File: config.mk
export PLATFORM = sky130hd
export DESIGN_NAME = nes_loader
export DESIGN_NICKNAME = d
export VERILOG_FILES = /design/src/rtl/nes_loader_pkg.sv /design/src/rtl/nes_loader.sv
export SDC_FILE = /design/constraint.sdc
export NUM_CORES = 1
export LEC_CHECK = 0
export CAP_MARGIN = 20
export CORE_MARGIN = 4
export CORE_UTILIZATION = 50
export DETAILED_ROUTE_END_ITERATION = 10
export HOLD_SLACK_MARGIN = 0.02
export PLACE_DENSITY = 0.86
export RECOVER_POWER = 25
export SYNTH_ARGS = -nofsm -noshare
export SYNTH_HDL_FRONTEND = slang
export SYNTH_SLANG_ARGS = --single-unit
File: constraint.sdc
create_clock -name clk -period 2.8 [get_ports clk]
set_clock_uncertainty 0.05 [all_clocks]
set_input_delay 0.7 -clock clk [delete_from_list [all_inputs] [get_ports clk]]
set_output_delay 0.7 -clock clk [all_outputs]
set_load 0.005 [all_outputs]
File: src/rtl/nes_loader_pkg.sv
// nes_loader shared types: command word layout, opcodes and FSM states.
package nes_loader_pkg;

  localparam int unsigned CMD_W     = 32;
  localparam int unsigned OP_W      = 8;
  localparam int unsigned PAYLOAD_W = 24;
  localparam int unsigned CNT_W     = 16;

  typedef enum logic [OP_W-1:0] {
    OP_SET_ADDR = 8'h01,
    OP_WRITE    = 8'h02,
    OP_FILL     = 8'h03,
    OP_CTRL     = 8'h04
  } opcode_e;

  // FIFO payload type: the host FIFO carries cmd_t words
  typedef struct packed {
    logic [OP_W-1:0]      op;
    logic [PAYLOAD_W-1:0] payload;
  } cmd_t;

  typedef enum logic [1:0] {
    ST_IDLE,
    ST_WRITE,
    ST_FILL
  } state_e;

  // Beat count of a FILL command
  function automatic logic [CNT_W-1:0] fill_count(input cmd_t c);
    return c.payload[23:8];
  endfunction

endpackage

File: src/rtl/nes_loader.sv
// nes_loader: pops host command words and turns them into PRG/CHR byte
// writes and NES reset control, all on the NES clock.
module nes_loader
  import nes_loader_pkg::*;
#(
  parameter int unsigned ADDR_W = 16
) (
  input  logic              clk,
  input  logic              reset,
  input  logic [CMD_W-1:0]  rdata,
  input  logic              rrdy,
  output logic              rget,
  output logic              mem_req,
  output logic              mem_sel,
  output logic [ADDR_W-1:0] mem_addr,
  output logic [7:0]        mem_wdata,
  input  logic              mem_ack,
  output logic              nes_rst,
  output logic              busy,
  output logic              err,
  output logic [CNT_W-1:0]  wr_count
);

  cmd_t             cmd;
  state_e           state;
  state_e           state_nxt;
  logic [CNT_W-1:0] remaining;
  logic             pop;
  logic             beat;

  assign cmd  = cmd_t'(rdata);
  assign pop  = rget;
  assign beat = mem_req && mem_ack;

  // State register
  always_ff @(posedge clk or posedge reset) begin
    if (reset) state <= ST_IDLE;
    else       state <= state_nxt;
  end

  // Next-state: WRITE/non-empty FILL leave IDLE, last ack returns to IDLE
  always_comb begin
    state_nxt = state;
    case (state)
      ST_IDLE: begin
        if (rrdy) begin
          case (cmd.op)
            OP_WRITE: state_nxt = ST_WRITE;
            OP_FILL:  if (fill_count(cmd) != '0) state_nxt = ST_FILL;
            default:  state_nxt = ST_IDLE;
          endcase
        end
      end
      ST_WRITE: if (mem_ack) state_nxt = ST_IDLE;
      ST_FILL:  if (mem_ack && (remaining == CNT_W'(1))) state_nxt = ST_IDLE;
      default:  state_nxt = ST_IDLE;
    endcase
  end

  // Outputs decoded from the state register; pops only happen in IDLE
  always_comb begin
    rget    = 1'b0;
    mem_req = 1'b0;
    busy    = 1'b0;
    case (state)
      ST_IDLE:  rget = rrdy;
      ST_WRITE,
      ST_FILL: begin
        mem_req = 1'b1;
        busy    = 1'b1;
      end
      default: begin
        rget    = 1'b0;
        mem_req = 1'b0;
        busy    = 1'b0;
      end
    endcase
  end

  // Datapath: command decode on pop, address/count advance on each ack
  always_ff @(posedge clk or posedge reset) begin
    if (reset) begin
      mem_addr  <= '0;
      mem_sel   <= 1'b0;
      mem_wdata <= '0;
      nes_rst   <= 1'b1;
      err       <= 1'b0;
      wr_count  <= '0;
      remaining <= '0;
    end else begin
      if (pop) begin
        case (cmd.op)
          OP_SET_ADDR: begin
            if (cmd.payload[17]) begin
              err <= 1'b1;
            end else begin
              mem_addr <= cmd.payload[ADDR_W-1:0];
              mem_sel  <= cmd.payload[16];
            end
          end
          OP_WRITE: mem_wdata <= cmd.payload[7:0];
          OP_FILL: begin
            mem_wdata <= cmd.payload[7:0];
            remaining <= fill_count(cmd);
          end
          OP_CTRL: nes_rst <= cmd.payload[0];
          default: err <= 1'b1;
        endcase
      end
      if (beat) begin
        mem_addr <= mem_addr + ADDR_W'(1);
        if (wr_count != {CNT_W{1'b1}}) wr_count <= wr_count + CNT_W'(1);
        if (state == ST_FILL) remaining <= remaining - CNT_W'(1);
      end
    end
  end

  // Never pop an empty FIFO
  a_rget_rrdy : assert property (@(posedge clk) disable iff (reset) rget |-> rrdy);

  // Write payload holds while a request is stalled
  a_req_stable : assert property (@(posedge clk) disable iff (reset)
    (mem_req && !mem_ack) |=> ($stable(mem_addr) && $stable(mem_wdata) && $stable(mem_sel)));

endmodule

==> impl_metrics.env, run 1 <==
export IMPL_run_status="finished, violations left"
export IMPL_violations="capacitance limit, slew limit"
export IMPL_via_per_inst=6.25
export IMPL_htreeDepth=3
export IMPL_cap_violations=1
export IMPL_finalSetupViolCount=0
export IMPL_grt_start_max_net_pins=62
export IMPL_drt_iter0_markers=174
export IMPL_synth_top_cells_by_count="60 x dfrtp_1, 38 x nand2_1, 34 x nor2_1"
export IMPL_worstPathArrival_ns=2.01
export IMPL_critPathMaxFanout=3
export IMPL_drc=0
export IMPL_fin_nets=510
export IMPL_wl_per_cell_um=18.6
export IMPL_ios=82
export IMPL_final_cells=549
export IMPL_clk_pin_slew_ns=0.07
export IMPL_grt_pass1_wl_mm=17.2
export IMPL_vias=3433
export IMPL_regArea_um2=1530
export IMPL_report_final_slew_viol_count=62
export IMPL_hp_class="flip-flop to flip-flop"
export IMPL_antenna_left=0
export IMPL_post_cts_resized=0
export IMPL_drive_above_1_share_pct=10.6
export IMPL_synth_seq_area_share_pct=45.2
export IMPL_die_w_um=90.2
export IMPL_dp_cells=533
export IMPL_numPortBuffers=81
export IMPL_grt_use_total_pct=26.0
export IMPL_crit_required_ns=2.05
export IMPL_antenna_found_initial=0
export IMPL_clock_latency_ns=0.34
export IMPL_die_y_um=90.2
export IMPL_synth_area_um2=3380
export IMPL_cts_root_buf="clkbuf_8"
export IMPL_maxSlewHeadroom_pct=-2.45
export IMPL_multi_input_area_um2=1750
export IMPL_gp_congestion=0.894
export IMPL_vdd_drop_max_mv=0.335
export IMPL_p_per_area_nw_per_um2=482
export IMPL_yosysTopAreaCell="dfrtp_1"
export IMPL_ctsHoldBuffers=0
export IMPL_fin_crit_sh_pct=98.6
export IMPL_clock_sinks=61
export IMPL_rsz0062_at_grt="false"
export IMPL_power_leakage_nw=1.99
export IMPL_firstDrtPassIters=5
export IMPL_coreArea_um2=6460
export IMPL_cts_buffer_depth=2
export IMPL_tightest_slew_ns=1.54
export IMPL_dp_hpwl_mm=7.34
export IMPL_initial_core_util_pct=52.3
export IMPL_diodes=0
export IMPL_synth_edff_count=0
export IMPL_synth_seq_cells=61
export IMPL_synth_flop_cell="dfrtp_1"
export IMPL_areaGrowthSynthToFinish_pct=37.1
export IMPL_fmax_mhz=362
export IMPL_path_class="input port to output pin"
export IMPL_dieArea_um2=8140
export IMPL_rows=29
export IMPL_period_needed_ns=2.76
export IMPL_synthCells=362
export IMPL_end_kind="output pin"
export IMPL_yosysUniqueCellTypes=54
export IMPL_yosysWarningCount=0
export IMPL_hold_violations=0
export IMPL_synth_most_common_cell="dfrtp_1"
export IMPL_setup_tns_ns=0
export IMPL_cts_buffers=9
export IMPL_syn_avg_cell_area_um2=9.34
export IMPL_nFillCells=499
export IMPL_cts_tree="done"
export IMPL_start_kind="input port"
export IMPL_synth_top_area_share_pct=44.4
export IMPL_overflow=0
export IMPL_ys_async_sr_fraction_pct=100
export IMPL_wirelength_mm=10.2
export IMPL_first_global_vias=3436
export IMPL_postCtsSetupRepairBufs=0
export IMPL_synth_net_count=405
export IMPL_synth_area_leaders="dfrtp_1 44%, nand2_1 4.2%, nor2_1 3.8%"
where the power goes:
part | switching (W) | internal (W)
clock | 0.000375 | 0.000501
combinational | 0.000167 | 0.000186
sequential | 0.0000656 | 0.000937
total | 0.000608 | 0.00162
stage by stage:
step | worst slack (ns) | utilization (%) | cell area, um^2 | total power (W) | hold slack [ns]
6_report | 0.0389 | 71.7 | 4630 | 0.00223 | 0.427
3_5_place_dp | 0.0104 | 68.6 | 4430 | 0.00137 | 0.411
3_3_place_gp | 0.0915 | 68.6 | 4430 | 0.00136 | 0.403
4_1_cts | 0.0865 | 71.9 | 4650 | 0.00224 | 0.429
5_1_grt | 0.0563 | 71.7 | 4630 | 0.00233 | 0.457
2_1_floorplan | 0.507 | - | 3380 | 0.00116 | 0.415
cell usage in the layout, fill, tap and decap left out, types with 3 or more instances in the layout:
cell type        Yosys  routed
clkdlybuf4s50_1      0      80
dfrtp_1             60      60
nand2_1             38      38
nor2_1              34      34
a21oi_1             23      23
buf_4                1      23
nor3_1              17      17
nand3_1             15      15
inv_1               13      12
nand4_1             11      11
xnor2_1             10      10
o21ai_0             10      10
mux2_1               9       9
o21ai_1              9       9
clkbuf_8             0       9
and3_1               7       7
nor4_1               8       7
ha_1                 7       7
a211oi_1             6       6
o31ai_1              6       6
a31oi_1              5       5
or4_1                4       4
o32ai_1              4       4
nand4b_1             4       4
o221a_1              4       4
and2_1               3       3
and4_1               3       3
nand2b_1             3       3
xor2_1               3       3
or3_1                3       3
mux2i_1              3       3
critical path, cell delays in order:
cell	delay, ns
clkdlybuf4s50_1	0.58
nand2_1	0.10
inv_1	0.11
clkdlybuf4s50_1	0.52
registers in the layout (all words and copies together), names as in the netlist:
| signal | count |
|---|---|
| mem_wdata | 8 |
| err | 1 |
| wr_count | 16 |
| mem_addr | 16 |
| remaining | 16 |
| mem_sel | 1 |
| nes_rst | 1 |
| state | 2 |
worst paths after layout:
path / from / end / slack [ns] / cells after the start
worst max-delay path: rrdy / rget / 0.04 / 4
worst min-delay path: mem_sel / mem_sel / 0.43 / 2
worst max register to register: remaining[9] / state[0] / 0.48 / 5
worst min register to register: mem_sel / mem_sel / 0.43 / 2
max in group asynchronous: reset / mem_wdata[4] / 0.51 / 3
min in group asynchronous: reset / wr_count[15] / 1.27 / 3
cell families after synthesis:
logic type / Yosys count / synth area share (%)
AND/OR/NAND/NOR: 162 / 25.3
AO/OA/AOI/OAI: 81 / 15.9
flip-flops: 61 / 45.2
buffers and inverters: 24 / 3.07
multiplexers: 14 / 4.55
XOR/XNOR: 13 / 3.37
adder cells (fa/ha/maj): 7 / 2.59
final cells by class:
cell class | instances | share of cell area, %
inverter | 13 | 1.05
timing repair buffer | 105 | 21.3
tap | 77 | 2.08
sequential | 61 | 33.0
clock buffer | 10 | 2.76
multi-input combinational | 277 | 37.9
clock inverter | 6 | 1.92
per-layer routing:
metal	GRT usage [%]	vias up	part of all wire [%]
li1	-	1559	-
met1	34.1	1661	42
met2	40.1	179	46
met3	8.10	34	8.8
met4	10.6	0	3.0
met5	0	-	0
(Power assumes the default switching activity.)
==> inputs of run 2 (changes only) <==
--- a/config.mk
+++ b/config.mk
@@ -6,12 +6,15 @@
 export NUM_CORES = 1
 export LEC_CHECK = 0
 export CAP_MARGIN = 20
+export CELL_PAD_IN_SITES_DETAIL_PLACEMENT = 2
+export CELL_PAD_IN_SITES_GLOBAL_PLACEMENT = 2
 export CORE_MARGIN = 4
-export CORE_UTILIZATION = 50
+export CORE_UTILIZATION = 30
 export DETAILED_ROUTE_END_ITERATION = 10
 export HOLD_SLACK_MARGIN = 0.02
-export PLACE_DENSITY = 0.86
+export PLACE_DENSITY = 0.85
 export RECOVER_POWER = 25
 export SYNTH_ARGS = -nofsm -noshare
 export SYNTH_HDL_FRONTEND = slang
 export SYNTH_SLANG_ARGS = --single-unit
+export TNS_END_PERCENT = 30
==> run 2 against run 1 <==
Net effect:
- the flow still finishes with violations (capacitance limit, slew limit)
- critical path depth stayed put
- sequential power about the same
- flip-flop and latch count did not move
- cell area increased by 3.8%
- via count unchanged
- global-route usage is 5.2 points lower
- final cell count increased by 12%
- count of clock-buffer cells in the layout is 1 lower
- hold slack got worse by 0.0080 ns
==> impl_metrics.env, run 2 (same netlist as run 1, synthesis figures left out) <==
export IMPL_wl_per_cell_um=21.5
export IMPL_antenna_found_initial=0
export IMPL_worstPathArrival_ns=1.98
export IMPL_initial_core_util_pct=30.9
export IMPL_numPortBuffers=81
export IMPL_crit_buf_inv=3
export IMPL_path_class="input port to output pin"
export IMPL_fin_nets=512
export IMPL_run_status="finished, violations left"
export IMPL_post_cts_resized=0
export IMPL_p_per_area_nw_per_um2=522
export IMPL_rr_startpoint="remaining[6]"
export IMPL_wirelength_mm=13.2
export IMPL_crit_required_ns=2.05
export IMPL_end_kind="output pin"
export IMPL_critPathTopFamily="buffers and inverters"
export IMPL_power_leakage_nw=2.03
export IMPL_ctsHoldBuffers=0
export IMPL_gp_congestion=0.866
export IMPL_rsz0062_at_grt="false"
export IMPL_grt_start_max_net_pins=62
export IMPL_final_common_cell="clkdlybuf4s50_1"
export IMPL_vias=3433
export IMPL_cts_root_buf="clkbuf_16"
export IMPL_diodes=0
export IMPL_dieArea_um2=13000
export IMPL_clock_sinks=61
export IMPL_nFillCells=1213
export IMPL_period_needed_ns=2.73
export IMPL_cts_tree="done"
export IMPL_drc=0
export IMPL_via_per_inst=5.59
export IMPL_start_kind="input port"
export IMPL_largestRegisters="mem_addr (16), remaining (16), wr_count (16)"
export IMPL_fin_crit_sh_pct=97.4
export IMPL_r2r_slack_ns=0.44
export IMPL_cap_violations=1
export IMPL_ios=82
export IMPL_regArea_um2=1530
export IMPL_die_w_um=114
export IMPL_report_final_slew_viol_count=62
export IMPL_overflow=0
export IMPL_firstDrtPassIters=4
export IMPL_final_cell_mix="80 x clkdlybuf4s50_1, 60 x dfrtp_1, 38 x nand2_1, 34 x nor2_1, 25 x buf_4"
export IMPL_postCtsSetupRepairBufs=0
export IMPL_crit_cells=4
export IMPL_multi_input_area_um2=1750
export IMPL_worst_slack_ns=0.0735
export IMPL_areaGrowthSynthToFinish_pct=42.3
export IMPL_dp_hpwl_mm=9.81
export IMPL_vdd_drop_max_mv=0.224
export IMPL_grt_pass1_wl_mm=21.4
export IMPL_htreeDepth=3
export IMPL_finalSetupViolCount=0
export IMPL_hold_violations=0
export IMPL_antenna_left=0
export IMPL_violations="capacitance limit, slew limit"
export IMPL_fin_area_um2=4810
export IMPL_crit_start="rrdy"
export IMPL_post_place_ws_ns=-0.0429
export IMPL_tightest_slew_ns=1.61
export IMPL_slowest_stage="clkdlybuf4s50_1"
export IMPL_cpMostUsedCell="clkdlybuf4s50_1"
export IMPL_rows=38
export IMPL_fmax_mhz=367
export IMPL_r2r_end="remaining[14]"
export IMPL_drive_above_1_share_pct=11.2
export IMPL_cts_buffers=9
export IMPL_ff2ff_path_depth=5
export IMPL_crit_end="rget"
export IMPL_critPathMaxFanout=3
export IMPL_drt_iter0_markers=211
export IMPL_clk_pin_slew_ns=0.06
export IMPL_crit_path_max_incr_delay_ns=0.53
export IMPL_cts_buffer_depth=2
export IMPL_maxSlewHeadroom_pct=-7.32
export IMPL_first_global_vias=3852
export IMPL_worstPathCellList="clkdlybuf4s50_1, nand2_1, inv_1, clkdlybuf4s50_1"
export IMPL_fin_util_pct=44.0
export IMPL_die_y_um=114
export IMPL_grt_use_total_pct=20.9
export IMPL_clock_latency_ns=0.33
export IMPL_coreArea_um2=10900
export IMPL_place_area_um2=4520
export IMPL_hp_class="flip-flop to flip-flop"
## run 2: cell count changes in the layout (fill, tap and decap cells not counted), sizes merged
cell,change
clkbuf,-1
inv,+1
clkinvlp,+1
bufinv,-1
buf,+2
## run 2: worst min-delay path by stage
stage	startpoint	to	slack (ns)	depth (start not counted)
2_1_floorplan	err	err	0.41	1
3_3_place_gp	err	err	0.41	1
3_5_place_dp	err	err	0.42	1
6_report	err	err	0.42	1
4_1_cts	err	err	0.43	1
5_1_grt	mem_wdata[0]	mem_wdata[0]	0.45	1
## run 2: area by class of cell
class,count,area share [%]
Timing Repair Buffer,107,20.9
Multi-Input combinational cell,277,36.5
Inverter,13,1.01
Clock buffer,9,4.68
Tap cell,140,3.64
Clock inverter,7,1.56
Sequential cell,61,31.8
## run 2: worst reg2reg max path: stages (launching register included)
cell,delay (ns)
dfrtp_1,0.45
or4_4,0.52
or3_1,0.48
o41ai_2,0.32
a21boi_1,0.12
a221o_1,0.30
## run 2: power breakdown
group | switching [W] | internal, W | total (W)
combinational | 0.000181 | 0.000187 | 0.000368
sequential | 0.0000736 | 0.000938 | 0.00101
clock | 0.000437 | 0.000691 | 0.00113
## run 2: routing by layer
metal  global-route usage (%)  share of wire (%)  vias to the layer above
met2                     36.5                 51                       86
met4                     5.15                1.5                        0
met5                        0                  0                        -
met3                     4.65                4.4                       17
met1                     26.1                 43                     1768
li1                         -                  -                     1562
## run 2: stage by stage
step | TNS [ns] | power, W | hold slack (ns) | cells
2_1_floorplan | 0 | 0.00116 | 0.415 | 362
3_3_place_gp | 0 | 0.00137 | 0.406 | 598
3_5_place_dp | -0.0429 | 0.00139 | 0.417 | 598
4_1_cts | 0 | 0.00254 | 0.427 | 614
5_1_grt | 0 | 0.00262 | 0.455 | 614
6_report | 0 | 0.00251 | 0.419 | 614
==> inputs of run 3 (changes only) <==
--- a/config.mk
+++ b/config.mk
@@ -8,12 +8,13 @@
 export CAP_MARGIN = 20
 export CELL_PAD_IN_SITES_DETAIL_PLACEMENT = 2
 export CELL_PAD_IN_SITES_GLOBAL_PLACEMENT = 2
-export CORE_MARGIN = 4
+export CORE_MARGIN = 1
 export CORE_UTILIZATION = 30
 export DETAILED_ROUTE_END_ITERATION = 10
 export HOLD_SLACK_MARGIN = 0.02
 export PLACE_DENSITY = 0.85
 export RECOVER_POWER = 25
+export SETUP_SLACK_MARGIN = 0.15
 export SYNTH_ARGS = -nofsm -noshare
 export SYNTH_HDL_FRONTEND = slang
 export SYNTH_SLANG_ARGS = --single-unit
==> run 3 against run 2 <==
Net effect:
- the flow still finishes with violations (capacitance limit, slew limit)
- flip-flop and latch count unchanged
- clock power down 27%
- maximum frequency up 7.2%
- setup slack better by 0.18 ns
- count of clock-buffer cells in the layout up 2
- final cell count up 0.49%
==> impl_metrics.env, run 3 (same netlist as run 1, synthesis figures left out) <==
export IMPL_finalSetupViolCount=0
export IMPL_hold_violations=0
export IMPL_firstDrtPassIters=4
export IMPL_worstPathArrival_ns=1.79
export IMPL_fin_area_um2=4750
export IMPL_post_place_ws_ns=-0.0613
export IMPL_place_area_um2=4550
export IMPL_via_per_inst=5.62
export IMPL_vias=3467
export IMPL_rr_startpoint="remaining[6]"
export IMPL_violations="capacitance limit, slew limit"
export IMPL_power_leakage_nw=2.02
export IMPL_period_needed_ns=2.54
export IMPL_die_y_um=108
export IMPL_diodes=0
export IMPL_wl_per_cell_um=21.8
export IMPL_die_w_um=108
export IMPL_grt_pass1_wl_mm=21.2
export IMPL_drive_above_1_share_pct=11.9
export IMPL_postCtsSetupRepairBufs=0
export IMPL_report_final_slew_viol_count=62
export IMPL_maxSlewHeadroom_pct=-7.73
export IMPL_dp_hpwl_mm=9.68
export IMPL_worst_slack_ns=0.256
export IMPL_hp_class="flip-flop to flip-flop"
export IMPL_start_kind="flip-flop"
export IMPL_critPathMaxFanout=4
export IMPL_dp_cells=602
export IMPL_final_cells=617
export IMPL_htreeDepth=3
export IMPL_crit_required_ns=2.05
export IMPL_wirelength_mm=13.4
export IMPL_gp_congestion=0.828
export IMPL_crit_start="state[0]"
export IMPL_hp_start="err"
export IMPL_dieArea_um2=11700
export IMPL_rows=38
export IMPL_run_status="finished, violations left"
export IMPL_drc=0
export IMPL_seq_power_share_pct=45.8
export IMPL_grt_start_max_net_pins=62
export IMPL_overflow=0
export IMPL_path_class="flip-flop to output pin"
export IMPL_internal_power_w=0.00158
export IMPL_cap_violations=1
export IMPL_fin_nets=516
export IMPL_numPortBuffers=81
export IMPL_multi_input_area_um2=1770
export IMPL_cts_root_buf="clkbuf_8"
export IMPL_grt_use_total_pct=24.3
export IMPL_cts_buffer_depth=2
export IMPL_initial_core_util_pct=31.0
export IMPL_antenna_left=0
export IMPL_fmax_mhz=393
export IMPL_final_cell_mix="79 x clkdlybuf4s50_1, 60 x dfrtp_1, 38 x nand2_1, 34 x nor2_1, 29 x buf_4"
export IMPL_clock_latency_ns=0.35
export IMPL_coreArea_um2=10900
export IMPL_end_kind="output pin"
export IMPL_areaGrowthSynthToFinish_pct=40.5
export IMPL_p_per_area_nw_per_um2=464
export IMPL_clk_pin_slew_ns=0.07
export IMPL_fin_crit_sh_pct=90.9
export IMPL_switchingPower_w=0.000628
export IMPL_swShare_pct=28.5
export IMPL_vdd_drop_max_mv=0.225
export IMPL_final_common_cell="clkdlybuf4s50_1"
export IMPL_regArea_um2=1530
export IMPL_first_global_vias=3883
export IMPL_rsz0062_at_grt="false"
export IMPL_cts_buffers=9
export IMPL_p_clk_share_pct=37.4
export IMPL_nFillCells=1177
export IMPL_ios=82
export IMPL_drt_iter0_markers=137
export IMPL_largestRegisters="mem_addr (16), remaining (16), wr_count (16)"
export IMPL_comb_power_share_pct=16.8
export IMPL_tightest_slew_ns=1.62
export IMPL_clock_sinks=61
export IMPL_cts_tree="done"
export IMPL_antenna_found_initial=0
[run 3: cell count changes in the layout (fill, tap and decap cells not counted)]
cell and change:
clkinvlp_4 -2, clkbuf_8 +11, dlygate4sd2_1 +1, ha_4 +1, buf_4 +4, clkinv_4 -1
clkbuf_16 -9, ha_1 -1, inv_6 -1, clkdlybuf4s50_1 -1, clkinv_2 +1
[run 3: layout make-up]
type / instances / area share [%]
Multi-Input combinational cell: 277 / 37.2
Sequential cell: 61 / 32.2
Timing Repair Buffer: 111 / 21.7
Tap cell: 140 / 3.69
Clock buffer: 11 / 3.19
Inverter: 13 / 1.03
Clock inverter: 4 / 1.00
[run 3: metrics by stage]
| stage | util, % | hold slack [ns] | power (W) | TNS (ns) |
|---|---|---|---|---|
| after global placement | 41.8 | 0.403 | 0.00137 | 0 |
| after CTS | 43.6 | 0.439 | 0.00224 | 0 |
| after global routing | 43.6 | 0.455 | 0.00230 | 0 |
| after detailed placement | 41.8 | 0.428 | 0.00139 | -0.367 |
| final | 43.6 | 0.437 | 0.00220 | 0 |
| after floorplan | - | 0.415 | 0.00116 | 0 |
[run 3: path summary, 6_finish.rpt]
kind | to | slack [ns] | cells after the start
max in group asynchronous | remaining[11] | 0.45 | 3
max | rget | 0.26 | 5
max reg2reg | remaining[14] | 0.43 | 5
min | err | 0.44 | 1
min reg2reg | err | 0.44 | 1
min in group asynchronous | wr_count[0] | 1.30 | 3
[run 3: power by group through the flow]
stage / Combinational [W] / Sequential (W) / Clock (W)
2_1_floorplan: 0.000154 / 0.00101 / 0
3_3_place_gp: 0.000354 / 0.00102 / 0
3_5_place_dp: 0.000371 / 0.00102 / 0
4_1_cts: 0.000377 / 0.00101 / 0.000851
5_1_grt: 0.000403 / 0.00102 / 0.000884
6_report: 0.000370 / 0.00101 / 0.000826
[run 3: repair_timing]
action / CTS / global route
endpoints found under the setup margin: 1 / 3
gates resized for setup: 1 / 2
hold buffers: 0 / 0
[run 3: worst max-delay path, cell delays in order, from the launching register on]
cell and delay (ns):
dfrtp_1 0.42, inv_1 0.14, ha_4 0.17, nand2_1 0.08, inv_1 0.11, clkdlybuf4s50_1 0.52
[run 3: per-layer routing]
layer,vias to the layer above,track usage [%],routed length (um)
met4,0,7.83,278
met1,1773,28.4,5530
met2,103,42.5,6840
met3,22,6.99,775
met5,-,0,0
li1,1569,-,-
